File: src/rtl/alignp_transmit.sv
// rtl/alignp_transmit.sv - serial transmitter for a 40-bit 8b/10b primitive with electrical idle
//
// Sends a pre-encoded primitive one bit per clock while burst_en is high.
// Characters go out in order 0..N-1, and each character is sent MSB first.
// While burst_en is low, both lines are held at 0 (electrical idle).
// P_BITS must be a multiple of CHAR_BITS.
//
// Ports:
//   clk      - serial bit clock; one bit per rising edge
//   reset    - asynchronous, active-high reset
//   burst_en - 1 = transmit the primitive stream, 0 = electrical idle
//   data_p   - primitive to send; character k is data_p[CHAR_BITS*k +: CHAR_BITS]
//   tx_p     - positive serial line (registered)
//   tx_n     - negative serial line (registered)

module alignp_transmit #(
    parameter int P_BITS    = 40,
    parameter int CHAR_BITS = 10
) (
    input  logic              clk,
    input  logic              reset,
    input  logic              burst_en,
    input  logic [P_BITS-1:0] data_p,
    output logic              tx_p,
    output logic              tx_n
);

    localparam int IW = (P_BITS > 1) ? $clog2(P_BITS) : 1;
    localparam int PW = (CHAR_BITS > 1) ? $clog2(CHAR_BITS) : 1;

    localparam logic [IW-1:0] LAST_BASE = IW'(P_BITS - CHAR_BITS);
    localparam logic [IW-1:0] CHAR_STEP = IW'(CHAR_BITS);
    localparam logic [IW-1:0] CHAR_MSB  = IW'(CHAR_BITS - 1);
    localparam logic [PW-1:0] LAST_POS  = PW'(CHAR_BITS - 1);

    // The bit counter is held as two parts: the base of the current
    // character (a multiple of CHAR_BITS) and the position inside that
    // character. Together they form bit_idx = base + pos. This split avoids
    // a divider when selecting the bit to send.
    logic [IW-1:0]     base_q, base_d;
    logic [PW-1:0]     pos_q, pos_d;
    logic [P_BITS-1:0] frame_q, frame_d;
    logic              tx_p_q, tx_p_d;
    logic              tx_n_q, tx_n_d;

    logic              frame_start;
    logic [IW-1:0]     sel;
    logic              next_bit;

    always_comb begin
        frame_start = (base_q == '0) && (pos_q == '0);
        // Within a character, the MSB is sent first.
        sel         = base_q + CHAR_MSB - IW'(pos_q);
        // Bit 0 is taken straight from data_p, because it is captured on this same edge.
        next_bit    = frame_start ? data_p[CHAR_BITS-1] : frame_q[sel];

        base_d  = base_q;
        pos_d   = pos_q;
        frame_d = frame_q;
        tx_p_d  = 1'b0;
        tx_n_d  = 1'b0;

        if (burst_en) begin
            if (frame_start) begin
                frame_d = data_p;
            end
            tx_p_d = next_bit;
            tx_n_d = ~next_bit;
            if (pos_q == LAST_POS) begin
                pos_d  = '0;
                base_d = (base_q == LAST_BASE) ? '0 : base_q + CHAR_STEP;
            end else begin
                pos_d  = pos_q + 1'b1;
            end
        end else begin
            // Idle: abandon any partial frame, so the next burst starts at bit 0.
            base_d = '0;
            pos_d  = '0;
        end
    end

    always_ff @(posedge clk or posedge reset) begin
        if (reset) begin
            base_q  <= '0;
            pos_q   <= '0;
            frame_q <= '0;
            tx_p_q  <= 1'b0;
            tx_n_q  <= 1'b0;
        end else begin
            base_q  <= base_d;
            pos_q   <= pos_d;
            frame_q <= frame_d;
            tx_p_q  <= tx_p_d;
            tx_n_q  <= tx_n_d;
        end
    end

    assign tx_p = tx_p_q;
    assign tx_n = tx_n_q;

endmodule

File: config.mk
export PLATFORM = sky130hd
export DESIGN_NAME = alignp_transmit
export DESIGN_NICKNAME = d
export VERILOG_FILES = /design/src/rtl/alignp_transmit.sv
export SDC_FILE = /design/constraint.sdc
export NUM_CORES = 1
export LEC_CHECK = 0
export BUFFER_PORTS_ARGS = -buffer_cell sky130_fd_sc_hd__buf_2
export CORE_MARGIN = 3
export CORE_UTILIZATION = 56
export DETAILED_ROUTE_END_ITERATION = 10
export PLACE_DENSITY = 0.88
export SYNTH_ARGS = -nofsm -noshare
export SYNTH_HDL_FRONTEND = slang
export SYNTH_SLANG_ARGS = --single-unit
File: constraint.sdc
create_clock -name clk -period 3.3 [get_ports clk]
set_input_delay 0.165 -clock clk [delete_from_list [all_inputs] [get_ports clk]]
set_output_delay 0.165 -clock clk [all_outputs]
set_load 0.03 [all_outputs]
* Yosys cells after proc, flatten, opt, wreduce, memory -nomap -nowiden *
Cells that the tools add are included.
Widths: inputs -> output; s select.

operators by class
  reduce and logical (&&, ||, !) cells = 4
  bitwise gates (word level) = 1
  $lt $le $gt $ge = 1
  $add $sub $neg = 4
  muxes and demuxes = 10
  equality and inequality tests = 3

operators with widths
  operator             count
  $mux 6               3
  $add 6x4->6 const B  2
  $mux 4               2
  $lt 6x7->1 const B   1
  $bmux 1 s6           1
  $eq 6x5->1 const B   1
  $logic_not 6->1      1
  $sub 6x4->6          1
  $add 4x1->4 const B  1
  $eq 4x4->1 const B   1
  $logic_not 4->1      1
  $mux 1               4
  $ne 2x1->1 const B   1
  $reduce_and 2->1     1
  $logic_and 1x1->1    1
  $not 1->1            1

storage, ports and cells
  output and inout bits = 2
  input port bits = 43
  bits in registers = 52

* Longest topological paths before layout *
  depth in word-level cells = 7
  depth in mapped cells = 10
  mapped depth without buffers = 10

* Worst setup path after synthesis *
OpenSTA, ideal clock, no wires.

  path kind = flip-flop to flip-flop
  from = register base_q[1]
  to = register tx_p_q, in the netlist tx_p
  data arrival time = 2.464 ns
  cell stages (with the launch flop) = 11
  path buffers = 1
  setup slack = 0.716 ns
  data required time = 3.180 ns
  clock period less this slack = 2.584 ns
  path through = dfrtp_1 -> inv_1 -> ha_1 -> inv_1 -> ha_1 -> buf_6 -> mux4_1 -> nand3_1 -> nand4_1 -> or4b_1 -> and4_1

on the way
  word-level cells in the longest chain between the ends = 6
  elaborated cells between the ends (all ways) = 8
  classes of those cells = add/sub: 2; mux: 4; reduce/logical: 2

RTL lines
  what                          RTL line  text
  start, declared               40        logic [IW-1:0] base_q, base_d;
  start signal, assigned        90        base_q <= base_d;
  $add 6x4->6                   53        sel = base_q + CHAR_MSB - IW'(pos_q);
  $sub 6x4->6                   53
  $bmux 1 s6                    55        next_bit = frame_start ? data_p[CHAR_BITS-1] : frame_q[sel];
  $mux 1 (not written as such)  55
  $mux 1 *                      55
  $mux 1 *                      63        if (burst_en) begin
  via tx_p_d                    43        logic tx_p_q, tx_p_d;
  end signal, assigned          93        tx_p_q <= tx_p_d;
  end, declared                 43

The timed path passes the listed nets; every way through them passes the cells marked *. The select of a mux whose other input is x is not followed.
A chain may end at the register's enable or synchronous reset.

* Worst setup path in the final report *
Ends and elaborated chain as after synthesis.

==> metrics.md <==
| Metric | Value |
|---|---|
| Kind of end point of the critical path | flip-flop |
| Netlist Area Pre-Place | between 2000 and 3000 um^2 |
| I/O pin cnt | 45 |
| Die span in x | 74.63 um |
| Antenna Violating Nets Remaining | 0 |
| Dpl hpwl | about 3700 um |
| Hold WS | around 0.081 ns |
| Simple-gate share of the synthesized area | 0.08017 |
| Row cnt | 24 |
| Final #Nets | between 300 and 400 |
| Transition time of the tightest slew-check pin | about 1.0 ns |
| Die height | 74.63 um |
| RSZ-0062 raised after global routing | false |
| Run status | completed |
| Finished Cell Area | 2984 um^2 |
| Power per Cell Area | 534.8 nW/um^2 |
| CTS-repair resized insts | 0 |
| Syn_nets | approximately 260 |
| Wire length per cell | approximately 17 um |
| Fraction of layout instances using a drive strength above 1 | 0.3936 |
| Most frequent cells in the layout | dfrtp_1, buf_2, mux2_2 |
| Clock skew | approximately 0.0098 ns |
| Sequential-to-total area share from yosys stat | 0.4839 |
| Max cap viols | 0 |
| Post-CTS Setup Repair Bufs | 0 |
| Number of standard cells after synthesis | approximately 200 |
| Area inside the core boundary | ~4400 um^2 |
| Share of cell area taken by muxes after synthesis | 0.2832 |
| H-tree lvl count | 2 |
| Maximum number of pins on one net before global-route repair | between 50 and 60 |
| Sort of element at the start of the critical path | flip-flop |
| Detailed-route DRC error count | 0 |
| Aggregate routed wire length | around 5000 um |
| Total power draw | ~0.0016 W |
| Count of routing violations after the opening detailed-route iteration | 89 |
| Slowest cell on crit path | mux4_1 |
| Clock Latency Late Sink | 0.31 ns |
| VDD IR max | around 0.35 mV |
| CTS root buffer | clkbuf_8 |
| Total grt overflow | 0 |
| Area growth from synthesis to layout | 13.14% |
| Total CTS buffers | 5 |
| Vias after detailed routing | 1765 |
| Most common cell after layout, fill and taps aside | dfrtp_1 |
| Share of the synthesized area in compound gates (AO/OA/AOI/OAI) | 0.04222 |
| # diodes | 0 |
| Number of warnings reported in the yosys synthesis log | 0 |
| Count of hold-fix buffers inserted at cts | 0 |
| Filler instances | 320 |
| Post-detailed-placement cell area | between 2000 and 3000 um^2 |
| Number of port buffers | 44 |
| Final estimated routing congestion in global placement | approximately 0.82 |
| Final Setup Violations | 0 |
| Largest area contributor in the netlist | dfrtp_1 |
| Detailed Routing Iterations Pass 1 | 4 |
| Clock-pin slew of the registers on the worst-case setup and hold paths | about 0.10 ns |
| Adder-cell share of the synthesized area | 0.05503 |
| Crit path max fanout | 6 |
| Share of Yosys cell area claimed by the top area cell type | 0.4839 |
| Total routing usage reported by global routing | 0.2001 |
| Post-Syn Area per Cell | between 10 and 15 um^2 |
| Signal arrival time at the worst endpoint | slightly above 3 ns |
| Worst-path cell chain | inv_1 -> ha_1 -> inv_1 -> ha_1 -> mux4_1 -> nand3_1 -> nand4_1 -> or4b_1 -> and4_1 |
| Cell types occupying the most area after synthesis | dfrtp_1, mux2_2, mux4_1 |
| Number of global-route vias before repair | approximately 1800 |
| Dominant combinational cell family by area after synthesis | multiplexers |
| Final Critical Period | 2.840 ns |
| Rel. slew slack | 0.3131 |
| CTS tree | built |
| Post-DR vias/cell | slightly below 6 |
| Initial antenna violation count | 0 |
| First-pass GRT wire length | about 8300 um |
| Post-synthesis cell type count | 34 |
| Number of sinks handled by clock tree synthesis | between 50 and 60 |
| Required time at the worst-slack endpoint | ~3.5 ns |
| Worst path max stage delay | around 0.6 ns |
| Number of flip-flops and latches in the synthesized netlist | between 50 and 60 |
| Setup CP Type | reg -> reg |
| Total count of hold-check failures in the final report | 0 |
| Starting utilization of the core area | 0.5935 |
| Final period utilization | 0.8607 |
| Kind of path behind the tightest hold check | in -> reg |
| Post-synthesis share of cell area spent on xor and xnor gates | 0.01992 |
| Max Buffers Root-to-Sink | 2 |
| TNS Setup | 0 ns |
| P_leak | 1.389 nW |
| Fmax | around 0.35 GHz |
| Area of the die | approximately 5600 um^2 |
| Final number of max-transition violations | 0 |
-- cells in the mapped netlist --
| library cell | count |
|---|---|
| or2_1 | 1 |
| or4b_1 | 1 |
| or4_1 | 1 |
| o21ai_0 | 3 |
| conb_1 | 1 |
| nand3_1 | 13 |
| xnor2_1 | 3 |
| inv_1 | 13 |
| a22oi_1 | 1 |
| xor2_1 | 3 |
| buf_6 | 2 |
| nor2_1 | 10 |
| nand2_1 | 5 |
| mux2_2 | 41 |
| a21o_1 | 2 |
| nor3_1 | 1 |
| o221ai_1 | 1 |
| mux2i_1 | 3 |
| a21oi_1 | 7 |
| dfrtp_1 | 51 |
| mux4_1 | 8 |
| o211ai_1 | 2 |
| nor4b_1 | 1 |
| clkbuf_1 | 5 |
| mux4_2 | 2 |
| ha_1 | 10 |
| a221oi_1 | 1 |
| and2_1 | 1 |
| fa_1 | 1 |
| and4_1 | 1 |
| nand4_1 | 2 |
| a31oi_1 | 1 |
| and3_1 | 3 |
| nor4_1 | 1 |
-- report_power, final --
| part | switching [W] | total (W) | internal, W |
|---|---|---|---|
| sequential | 0.0000741 | 0.000834 | 0.000760 |
| combinational | 0.000164 | 0.000401 | 0.000237 |
| clock | 0.000211 | 0.000361 | 0.000150 |
-- layer usage --
metal / GRT usage / up-vias / part of all wire
li1: - / 838 / -
met1: 0.2610 / 858 / 0.42
met5: 0 / - / 0
met3: 0.04806 / 11 / 0.051
met4: 0.06522 / 0 / 0.016
met2: 0.3327 / 58 / 0.52
-- cells by family after synthesis --
| group | count (synthesis) |
|---|---|
| buffers and inverters | 20 |
| flip-flops | 51 |
| AND/OR/NAND/NOR | 41 |
| adder cells (fa/ha/maj) | 11 |
| multiplexers | 54 |
| other | 1 |
| XOR/XNOR | 6 |
| AO/OA/AOI/OAI | 18 |
-- worst max-delay path: cells and delay by family, from the launching register on --
family,cells,cell delay [ns]
flip-flops,1,0.44
multiplexers,1,0.59
AND/OR/NAND/NOR,4,0.93
buffers and inverters,2,0.15
adder cells (fa/ha/maj),2,0.61
-- final timing paths --
check	startpoint	end	slack [ns]	depth (start not counted)
worst min register to register	frame_q[21]	frame_q[21]	0.51	1
worst max-delay path	base_q[1]	tx_p	0.46	9
worst min-delay path	data_p[34]	frame_q[34]	0.08	2
worst max register to register	base_q[1]	tx_p	0.46	9
min in group asynchronous	reset	frame_q[14]	0.10	2
max in group asynchronous	reset	frame_q[39]	2.57	2
-- through the flow --
step                      std cells  worst slack, ns  utilization
after floorplan                 202           0.7157            -
after global placement          293           0.5885       0.6517
after detailed placement        293           0.4935       0.6517
after CTS                       301           0.4707       0.6715
after global routing            301           0.2788       0.6715
final                           301           0.4596       0.6715
-- layout make-up --
| cell class | instances | area [um^2] | share of cell area |
|---|---|---|---|
| flip-flops and latches | 51 | 1276 | 0.4277 |
| multi-input cells | 131 | 1271 | 0.4260 |
| repair buffers | 46 | 235.2 | 0.07883 |
| clock buffers | 5 | 68.82 | 0.02306 |
| well taps | 52 | 65.06 | 0.02180 |
| inverters | 13 | 48.80 | 0.01635 |
| clock inverters | 3 | 18.77 | 0.006289 |
-- state kept, by name, indices dropped and copies added, names as in the netlist --
register / cells
tx_p: 1
frame_q: 40
tx_n: 1
base_q: 5
pos_q: 4
(Power assumes the default switching activity.)
